==> src/rtl/muldiv_seq.sv <==
// muldiv_seq: multi-cycle RV32M multiply/divide sequencer beside the EX-stage ALU.
// It uses a radix-2 datapath: a shift-add multiplier and a restoring divider.
// Each operation takes one iteration per cycle, XLEN iterations in total.
// Divide-by-zero and signed overflow skip the iterations and complete one cycle after start.
// Optional build macro MULDIV_RESULT_CACHE_EN: reuse the result of the last completed operation.
module muldiv_seq #(
  parameter int XLEN = 32
) (
  input  logic            clk,
  input  logic            rst_n,
  input  logic            start,
  input  logic [2:0]      funct3,
  input  logic [XLEN-1:0] rs1_val,
  input  logic [XLEN-1:0] rs2_val,
  input  logic            flush,
  output logic            stall_req,
  output logic            busy,
  output logic            done,
  output logic [XLEN-1:0] result
);

  localparam int CW = $clog2(XLEN);
  localparam logic [2:0] F_MUL    = 3'b000;
  localparam logic [2:0] F_MULH   = 3'b001;
  localparam logic [2:0] F_MULHSU = 3'b010;
  localparam logic [2:0] F_DIV    = 3'b100;
  localparam logic [2:0] F_REM    = 3'b110;
  localparam logic [XLEN-1:0] SMIN = {1'b1, {(XLEN-1){1'b0}}};

  typedef enum logic [1:0] {IDLE, CALC, DONE} state_t;

  state_t            state;
  logic [2:0]        op;
  logic [XLEN-1:0]   opnd;      // multiplicand, or divisor magnitude
  logic [2*XLEN-1:0] acc;       // {hi, lo} product, or {remainder, quotient}
  logic [CW-1:0]     cnt;
  logic              neg_q;     // product / quotient sign
  logic              neg_r;     // remainder sign (follows the dividend)

  // Pick the architectural result out of a fixed-up accumulator.
  function automatic logic [XLEN-1:0] sel_res(input logic [2:0] f, input logic [2*XLEN-1:0] a);
    logic lo;
    lo = (f == F_MUL) || (f[2] && !f[1]);
    return lo ? a[XLEN-1:0] : a[2*XLEN-1:XLEN];
  endfunction

  // Decode the incoming request: operand magnitudes, result signs, and bypass cases.
  logic            a_sgn, b_sgn, div0, ovf, accept;
  logic [XLEN-1:0] a_mag, b_mag, spec_res;
  always_comb begin
    a_sgn    = rs1_val[XLEN-1] &&
               (funct3 == F_MULH || funct3 == F_MULHSU || funct3 == F_DIV || funct3 == F_REM);
    b_sgn    = rs2_val[XLEN-1] && (funct3 == F_MULH || funct3 == F_DIV || funct3 == F_REM);
    a_mag    = a_sgn ? -rs1_val : rs1_val;
    b_mag    = b_sgn ? -rs2_val : rs2_val;
    div0     = funct3[2] && (rs2_val == '0);
    ovf      = (funct3 == F_DIV || funct3 == F_REM) && (rs1_val == SMIN) && (rs2_val == '1);
    spec_res = '0;
    if (div0)     spec_res = funct3[1] ? rs1_val : '1;
    else if (ovf) spec_res = funct3[1] ? '0 : SMIN;
    accept   = start && !flush && (state == IDLE || state == DONE);
  end

  // One datapath iteration, plus the sign fix-up applied on the final one.
  logic [XLEN:0]     mul_sum, div_part, div_diff;
  logic [2*XLEN-1:0] acc_nx, prod_fix, fix_acc;
  logic [XLEN-1:0]   quo_fix, rem_fix;
  always_comb begin
    mul_sum  = {1'b0, acc[2*XLEN-1:XLEN]} + (acc[0] ? {1'b0, opnd} : '0);
    div_part = acc[2*XLEN-1:XLEN-1];
    div_diff = div_part - {1'b0, opnd};
    if (!op[2])
      acc_nx = {mul_sum, acc[XLEN-1:1]};
    else if (!div_diff[XLEN])
      acc_nx = {div_diff[XLEN-1:0], acc[XLEN-2:0], 1'b1};
    else
      acc_nx = {div_part[XLEN-1:0], acc[XLEN-2:0], 1'b0};
    prod_fix = neg_q ? -acc_nx : acc_nx;
    quo_fix  = neg_q ? -acc_nx[XLEN-1:0] : acc_nx[XLEN-1:0];
    rem_fix  = neg_r ? -acc_nx[2*XLEN-1:XLEN] : acc_nx[2*XLEN-1:XLEN];
    fix_acc  = op[2] ? {rem_fix, quo_fix} : prod_fix;
  end

  logic            hit;
  logic [XLEN-1:0] cache_res;
`ifdef MULDIV_RESULT_CACHE_EN
  logic              c_vld;
  logic [2:0]        c_f3, k_f3;
  logic [XLEN-1:0]   c_rs1, c_rs2, k_rs1, k_rs2;
  logic [2*XLEN-1:0] c_acc;

  // A hit is the same request, or a MUL whose product a cached MULH* already holds.
  always_comb begin
    hit = c_vld && (rs1_val == c_rs1) && (rs2_val == c_rs2) &&
          ((funct3 == c_f3) || (funct3 == F_MUL && !c_f3[2]));
    cache_res = sel_res(funct3, c_acc);
  end

  // Keep the key of the op in flight, and commit it when that op completes.
  always_ff @(posedge clk or negedge rst_n) begin
    if (!rst_n) begin
      c_vld <= 1'b0;
      c_f3  <= '0;
      c_rs1 <= '0;
      c_rs2 <= '0;
      c_acc <= '0;
      k_f3  <= '0;
      k_rs1 <= '0;
      k_rs2 <= '0;
    end else begin
      if (accept) begin
        k_f3  <= funct3;
        k_rs1 <= rs1_val;
        k_rs2 <= rs2_val;
      end
      if (flush && state == CALC) begin
        c_vld <= 1'b0;
      end else if (!flush && state == CALC && cnt == '0) begin
        c_vld <= 1'b1;
        c_f3  <= k_f3;
        c_rs1 <= k_rs1;
        c_rs2 <= k_rs2;
        c_acc <= fix_acc;
      end
    end
  end
`else
  always_comb begin
    hit       = 1'b0;
    cache_res = '0;
  end
`endif

  // Control FSM: it accepts in IDLE or DONE, iterates in CALC, and flush overrides everything.
  always_ff @(posedge clk or negedge rst_n) begin
    if (!rst_n) begin
      state  <= IDLE;
      op     <= '0;
      opnd   <= '0;
      acc    <= '0;
      cnt    <= '0;
      neg_q  <= 1'b0;
      neg_r  <= 1'b0;
      done   <= 1'b0;
      result <= '0;
    end else begin
      done <= 1'b0;
      if (flush) begin
        state <= IDLE;
      end else begin
        case (state)
          IDLE, DONE: begin
            if (start) begin
              op    <= funct3;
              neg_q <= a_sgn ^ b_sgn;
              neg_r <= a_sgn;
              if (div0 || ovf) begin
                result <= spec_res;
                done   <= 1'b1;
                state  <= DONE;
              end else if (hit) begin
                result <= cache_res;
                done   <= 1'b1;
                state  <= DONE;
              end else begin
                opnd  <= funct3[2] ? b_mag : a_mag;
                acc   <= {{XLEN{1'b0}}, (funct3[2] ? a_mag : b_mag)};
                cnt   <= CW'(XLEN - 1);
                state <= CALC;
              end
            end else begin
              state <= IDLE;
            end
          end
          CALC: begin
            cnt <= cnt - 1'b1;
            if (cnt == '0) begin
              acc    <= fix_acc;
              result <= sel_res(op, fix_acc);
              done   <= 1'b1;
              state  <= DONE;
            end else begin
              acc <= acc_nx;
            end
          end
          default: state <= IDLE;
        endcase
      end
    end
  end

  assign stall_req = (state == IDLE && start) || (state == CALC);
  assign busy      = (state == CALC);

endmodule

==> config.mk <==
export PLATFORM = sky130hd
export DESIGN_NAME = muldiv_seq
export DESIGN_NICKNAME = d
export VERILOG_FILES = /design/src/rtl/muldiv_seq.sv
export SDC_FILE = /design/constraint.sdc
export NUM_CORES = 1
export LEC_CHECK = 0
export ABC_AREA = 1
export BUFFER_PORTS_ARGS = -buffer_cell sky130_fd_sc_hd__buf_4
export CAP_MARGIN = 0
export CORE_UTILIZATION = 45
export CTS_CLUSTER_DIAMETER = 60
export CTS_CLUSTER_SIZE = 25
export DETAILED_ROUTE_END_ITERATION = 12
export PLACE_DENSITY_LB_ADDON = 0.15
export SYNTH_ARGS = -nofsm -noshare
export SYNTH_HDL_FRONTEND = slang
export SYNTH_SLANG_ARGS = --single-unit
==> constraint.sdc <==
create_clock -name clk -period 5.45 [get_ports clk]
set_input_delay 1.09 -clock clk [delete_from_list [all_inputs] [get_ports clk]]
set_output_delay 1.09 -clock clk [all_outputs]
set_load 0.02 [all_outputs]
==> impl_metrics.ini, run 1 <==
[route]
vias = 21200
firstDrtPassIters = 6
drt-initial-drc-count = 2219
via_per_inst = 5.87
wl_um = 85800
drtAntennaViolNets = 0
avgRoutedWirePerCell_um = 23.7
remaining_drc_errors = 0

[floorplan]
dieArea_um2 = 39900
std_cell_rows = 72
initial_core_util_pct = 45.5
fp.dieH_um = 200
core_region_area_um2 = 38600
io_pins = 106
die_w_um = 200

[synth]
synth_area_leaders = dfrtp_1 (20%), nand2_1 (19%), inv_1 (9.4%), o21ai_0 (6.2%), nor2_1 (5.8%)
yosys.area.top_type = dfrtp_1
synth_top_area_share_pct = 20.1
synth_xor_area_share_pct = 5.73
synth-simple-area-share_pct = 37.6
synth_edf_count = 0
yosys.area_share.adder_pct = 5.21
avgSynthCellArea_um2 = 5.84
synthesis.area_um2 = 17600
synth_nets = 3158
synth_flop_cell = dfrtp_1
ys_types = 59
synth_mux_area_share_pct = 0.0640
synth_top_family_by_area = simple AND/OR/NAND/NOR gates
synth_compound_area_share_pct = 19.1
synth_cells = 3015
ys_ff_latch = 141
ys_warn_count = 0
ys_seq_area_share_pct = 20.1
synthArstFlopShare_pct = 100

[timing]
finClkSkew_ns = 0.0235
finalCriticalPeriod_ns = 5.25
timing.hold.ws_ns = 0.504
fmax_ghz = 0.191
tns_ns = 0
rsz0062_at_grt = false
hold_viol_final = 0
slew_headroom_pct = 24.5
setup_ws_ns = 0.203
final_max_slew_viol_count = 0
setup_viol = 0
finalCritPeriodShare_pct = 96.3
worstMarginPinSlew_ns = 1.13

[clocking]
clockRootBuffer = clkbuf_16
clkTransAtPathRegs_ns = 0.08
clk_path_buf_depth = 2
cts_sinks = 141
clock_latency_ns = 0.47
postCtsSetupBuffers = 0
cts_max_level = 4
cts_tree = built
cts_buffers = 17

[flow_run]
drv_cap = 0

[critical_path]
end_kind = register
critPathArrivalTime_ns = 5.56
crit_path_start = opnd[19]
crit_path_top_delay_cell = dfrtp_1
r2r_start = opnd[19]
start_kind = register
crit_fanout = 6
reg2reg_to = acc[52]
reg2reg_slack_ns = 0.20
cp_data_required_time_ns = 5.76
cpPeakStageDelay_ns = 0.46
ff2ff_path_depth = 32
worstSetupPathDepth = 32
crit_top_cell = nand2_1
worstSetupEndpoint = acc[52]
crit_type = reg -> reg
crit_buf_inv = 3
critical-path-top-delay-family = simple AND/OR/NAND/NOR gates

[place]
dp_hpwl_um = 68700
dp_cells = 3578
io_buffer_count = 105
globalplace.congestion = 1.10
dp_slack_ns = -0.219

[power_and_ir_drop]
p_leak_nw = 10.1
power_density_nw_per_um2 = 725
ir_drop_v = 0.000374

[final_layout]
syn2layout_area_growth_pct = 11.2
final_cell_mix = nand2_1 (889), inv_1 (440), nor2_1 (265)
finalNonFillerCells = 3611
fin_nets = 3222
layout_commonest_cell = nand2_1
drive_gt1_share_pct = 9.90

[run_status]
status = finished, final reports clean

[grt]
grt_max_degree = 70
grt_pass1_wl_um = 126000
overflow = 0
antenna_found_initial = 1
grt_usage_pct = 43.6
grt_pass1_vias = 19900

[min_path]
hold_path.class = reg -> reg
## cells in the mapped netlist (7+ instances only)
cell         n
o21ai_0    218
o22ai_1     16
nand2_1    891
buf_2       11
nand4_1     43
dfrtp_1    141
ha_1        70
nor2_2      18
buf_1       11
nor3_1      46
nand3_2      7
a21oi_1    162
nand3_1    181
a31oi_1      8
xnor2_1     20
a2bb2oi_1   12
nand2_2     18
clkbuf_1    78
o221ai_1    16
o21a_1      10
o21ai_1     12
xor2_1      95
nor2_1     270
a21boi_1    15
a22oi_1     31
or2_2       38
o211ai_1    23
inv_1      441
o21bai_1    11
nor4_1      17
nand3b_1    15
## what timing repair did
item	4_1_cts	5_1_grt
hold buffers	0	0
pin swaps	0	2
gates resized for setup	3	12
setup endpoints to repair	3	10
## state kept, by name, indices dropped and copies added (netlist names)
signal / count
acc: 64
cnt: 5
done: 1
neg_q: 1
neg_r: 1
op: 3
opnd: 32
result: 32
state: 2
## worst min-delay path by stage
| stage | slack, ns | depth (start not counted) | startpoint | to |
|---|---|---|---|---|
| floorplan | 0.45 | 2 | op[1] | op[1] |
| global route | 0.51 | 2 | op[1] | op[1] |
| CTS | 0.50 | 2 | op[1] | op[1] |
| global placement | 0.47 | 2 | op[1] | op[1] |
| finish | 0.50 | 2 | op[1] | op[1] |
| detailed placement | 0.48 | 2 | op[1] | op[1] |
## stage by stage
step	power [mW]	area [µm²]	util (%)
6_report	14.2	19600	50.6
5_1_grt	15.1	19600	50.6
4_1_cts	13.7	19500	50.5
3_5_place_dp	12.5	19000	49.0
3_3_place_gp	12.5	19000	49.0
2_1_floorplan	8.83	17600	-
## cells by family after synthesis
kind of cell / Yosys count
compound gates: 572
mux: 1
buf+inv: 559
xor+xnor: 115
simple gates: 1555
fa+ha+maj: 72
flops: 141
## worst register-to-register path: cells and delay by family, from the launching register on
family | cells | cell delay (ns)
AOI/OAI and AO/OA | 2 | 0.66
adders and majority gates | 2 | 0.59
buffers and inverters | 3 | 0.33
DFF | 1 | 0.46
and+or+nand+nor | 25 | 3.07
## power breakdown
part           internal [mW]  switching (mW)  total [mW]
sequential              1.52           0.562        2.08
clock                  0.612           0.577        1.19
combinational           3.13            7.78        10.9
## cell type report
class                           count  area (µm²)
Multi-Input combinational cell   2315       12000
Inverter                          450        1690
Clock buffer                       18         439
Fill cell                        4184       19100
Antenna cell                        1        2.50
Tap cell                          518         648
Sequential cell                   141        3530
Clock inverter                     14         120
Timing Repair Buffer              154        1160
## routing by layer
layer	global-route usage [%]	up-vias	routed length [µm]
met2	67.8	1202	37400
met4	33.9	2	7680
met5	0	-	13
met1	53.3	9826	33300
li1	-	9900	-
met3	7.85	280	7310
Power figures use the tool's default switching activity.
==> inputs of run 2 (changes only) <==
--- a/config.mk
+++ b/config.mk
@@ -5,7 +5,6 @@
 export SDC_FILE = /design/constraint.sdc
 export NUM_CORES = 1
 export LEC_CHECK = 0
-export ABC_AREA = 1
 export BUFFER_PORTS_ARGS = -buffer_cell sky130_fd_sc_hd__buf_4
 export CAP_MARGIN = 0
 export CORE_UTILIZATION = 45
==> run 2 against run 1 <==
First-iteration DRC count shrank 12%. Highest routed layer unchanged. Clock skew down 0.010 ns. Sequential share of layout area grew 1.6 points. Count of clock-buffer cells in the layout rose by 5. Die area fell by 12%. Via count decreased by 21%. Synthesized cell count fell by 29%. Critical path type unchanged. Clock power up 3%.
==> impl_metrics.ini, run 2 <==
[clocking]
clock_latency_ns = 0.44
clockRootBuffer = clkbuf_16
cts_buffers = 17
postCtsHoldBufs = 0
cts_tree = built
cts_max_level = 4
clk_path_buf_depth = 2
cts_sinks = 141
clkTransAtPathRegs_ns = 0.07

[route]
vias = 16800
remaining_drc_errors = 0
wl_um = 61700
drtAntennaViolNets = 0
firstDrtPassIters = 6
avgRoutedWirePerCell_um = 22.7
via_per_inst = 6.20
drt-initial-drc-count = 1943

[synth]
ys_types = 84
avgSynthCellArea_um2 = 7.23
synth_area_leaders = dfrtp_1 (23%), o21ai_0 (7.4%), nand2_1 (6.8%), xnor2_1 (6.3%), a21oi_1 (6.1%)
yosys-top-cells-count = nand2_1 (281), o21ai_0 (228), nor2_1 (208), a21oi_1 (188), dfrtp_1 (141)
ys_seq_area_share_pct = 22.7
yosysMostFrequentCell = nand2_1
ys_warn_count = 0
synthArstFlopShare_pct = 100
synth_cells = 2145
synth_nets = 2288
synth_flop_cell = dfrtp_1
yosys.area.top_type = dfrtp_1
synth_edf_count = 0
synthesis.area_um2 = 15500
ys_ff_latch = 141
synth_top_area_share_pct = 22.7

[final_layout]
finalNonFillerCells = 2714
syn2layout_area_growth_pct = 15.8
final_cell_mix = nand2_1 (280), o21ai_0 (227), nor2_1 (206)
largest_registers = acc (64), opnd (32), result (32)
nFillCells = 3405
regMostFlops = acc
drive_gt1_share_pct = 13.3
antennaDiodeCount = 0
largest_reg_flops = 64
layout_commonest_cell = nand2_1
fin_nets = 2396

[grt]
antenna_found_initial = 3
overflow = 0
grt_usage_pct = 34.7
grt_pass1_wl_um = 94400
met3_usage_pct = 5.33
grt.busiest_layer = met2
grt_max_degree = 97
grt_pass1_vias = 15700
grt_use_met1_pct = 49.6
use_met2_pct = 53.5

[critical_path]
cpPeakStageDelay_ns = 0.58
r2r_start = opnd[23]
critPathArrivalTime_ns = 5.65
start_kind = register
end_kind = register
crit_type = reg -> reg
reg2reg_to = result[27]
cp_data_required_time_ns = 5.81
crit_path_top_delay_cell = nor4_1
ff2ff_path_depth = 19
reg2reg_slack_ns = 0.16
crit_top_cell = buf_4
crit_fanout = 9
crit_chain = inv_1, ha_1, buf_4, nand4_1, nor4_2, nand4_1, a211oi_4, buf_4, buf_4, o21a_1, buf_4, or4b_1, a31oi_1, nand3b_2, nor4_1, nand4_2, and3_1, or3_1, a31oi_1

[timing]
slew_headroom_pct = 39.8
timing.hold.ws_ns = 0.496
hold_viol_final = 0
finClkSkew_ns = 0.0130
final_max_slew_viol_count = 0
setup_ws_ns = 0.163
finalCritPeriodShare_pct = 97.0
worstMarginPinSlew_ns = 0.903
fmax_ghz = 0.189
setup_viol = 0
tns_ns = 0
finalCriticalPeriod_ns = 5.29

[floorplan]
fp.dieH_um = 188
die_w_um = 188
dieArea_um2 = 35200
io_pins = 106
core_region_area_um2 = 33700
std_cell_rows = 67
initial_core_util_pct = 46.0

[min_path]
hold_depth = 2
hold_path.class = reg -> reg
hold_end = opnd[28]
worstHoldStart = opnd[28]

[flow_run]
drv_cap = 0

[place]
globalplace.congestion = 1.04
io_buffer_count = 105
dp_cells = 2671
dp_hpwl_um = 48100
dp_slack_ns = 0.0767

[power_and_ir_drop]
ir_drop_v = 0.000343
p_leak_nw = 7.69
power_density_nw_per_um2 = 689

[run_status]
status = finished, final reports clean
==> run 2: report_power, final <==
part,switching [mW],internal [mW],total (mW)
clock network,0.508,0.723,1.23
registers,0.461,1.42,1.88
logic,5.83,3.43,9.27
==> run 2: worst max-delay path by stage <==
stage / endpoint / slack, ns / start
after floorplan: result[12] / 0.21 / acc[52]
after global placement: acc[60] / 0.23 / acc[31]
after detailed placement: result[28] / 0.08 / acc[31]
after CTS: result[6] / 0.07 / opnd[25]
after global routing: acc[56] / -0.01 / acc[54]
final: result[27] / 0.16 / opnd[23]
==> run 2: per-layer routing <==
layer  wire (µm)  part of all wire (%)
met1       27700                    45
met2       26900                    44
met3        5460                   8.8
met4        1620                   2.6
met5          13                 0.021
==> run 2: logic make-up (layout without fill, tap and decap cells) <==
group                      count (synthesis)  in the layout  synth area share, %
DFF                                      141            141                 22.7
and+or+nand+nor                          778            778                 23.4
AOI/OAI and AO/OA                        715            715                 28.6
xor gates and xnor gates                 196            196                 11.1
buffers and inverters                    189            310                 4.74
adders and majority gates                 72             72                 5.90
muxes                                     54             54                 3.54
==> run 2: cell type report <==
| cell class | instances | area [µm²] | share of cell area, % |
|---|---|---|---|
| Multi-Input combinational cell | 1815 | 11400 | 63.4 |
| Inverter | 69 | 259 | 1.44 |
| Tap cell | 448 | 561 | 3.12 |
| Timing Repair Buffer | 209 | 1620 | 9.03 |
| Clock inverter | 9 | 110 | 0.613 |
| Sequential cell | 141 | 3530 | 19.7 |
| Clock buffer | 23 | 488 | 2.72 |
==> run 2: per-stage QoR <==
stage | area (µm²) | utilization [%] | power [mW]
2_1_floorplan | 15500 | - | 7.83
3_3_place_gp | 17200 | 50.9 | 10.6
3_5_place_dp | 17200 | 50.9 | 10.6
4_1_cts | 17800 | 52.7 | 11.9
5_1_grt | 18000 | 53.3 | 13.2
6_report | 18000 | 53.3 | 12.4
==> run 2: worst max-delay path: cells and delay by family, from the launching register on <==
family | cells | cell delay (ns)
compound gates | 4 | 1.03
simple gates | 9 | 2.78
flops | 1 | 0.37
buf+inv | 5 | 0.72
fa+ha+maj | 1 | 0.29
==> run 2: timing repair <==
item,4_1_cts,5_1_grt
buffers inserted,0,11
resized for setup,0,23
endpoints found under the setup margin,0,26
endpoints found under the hold margin,0,0
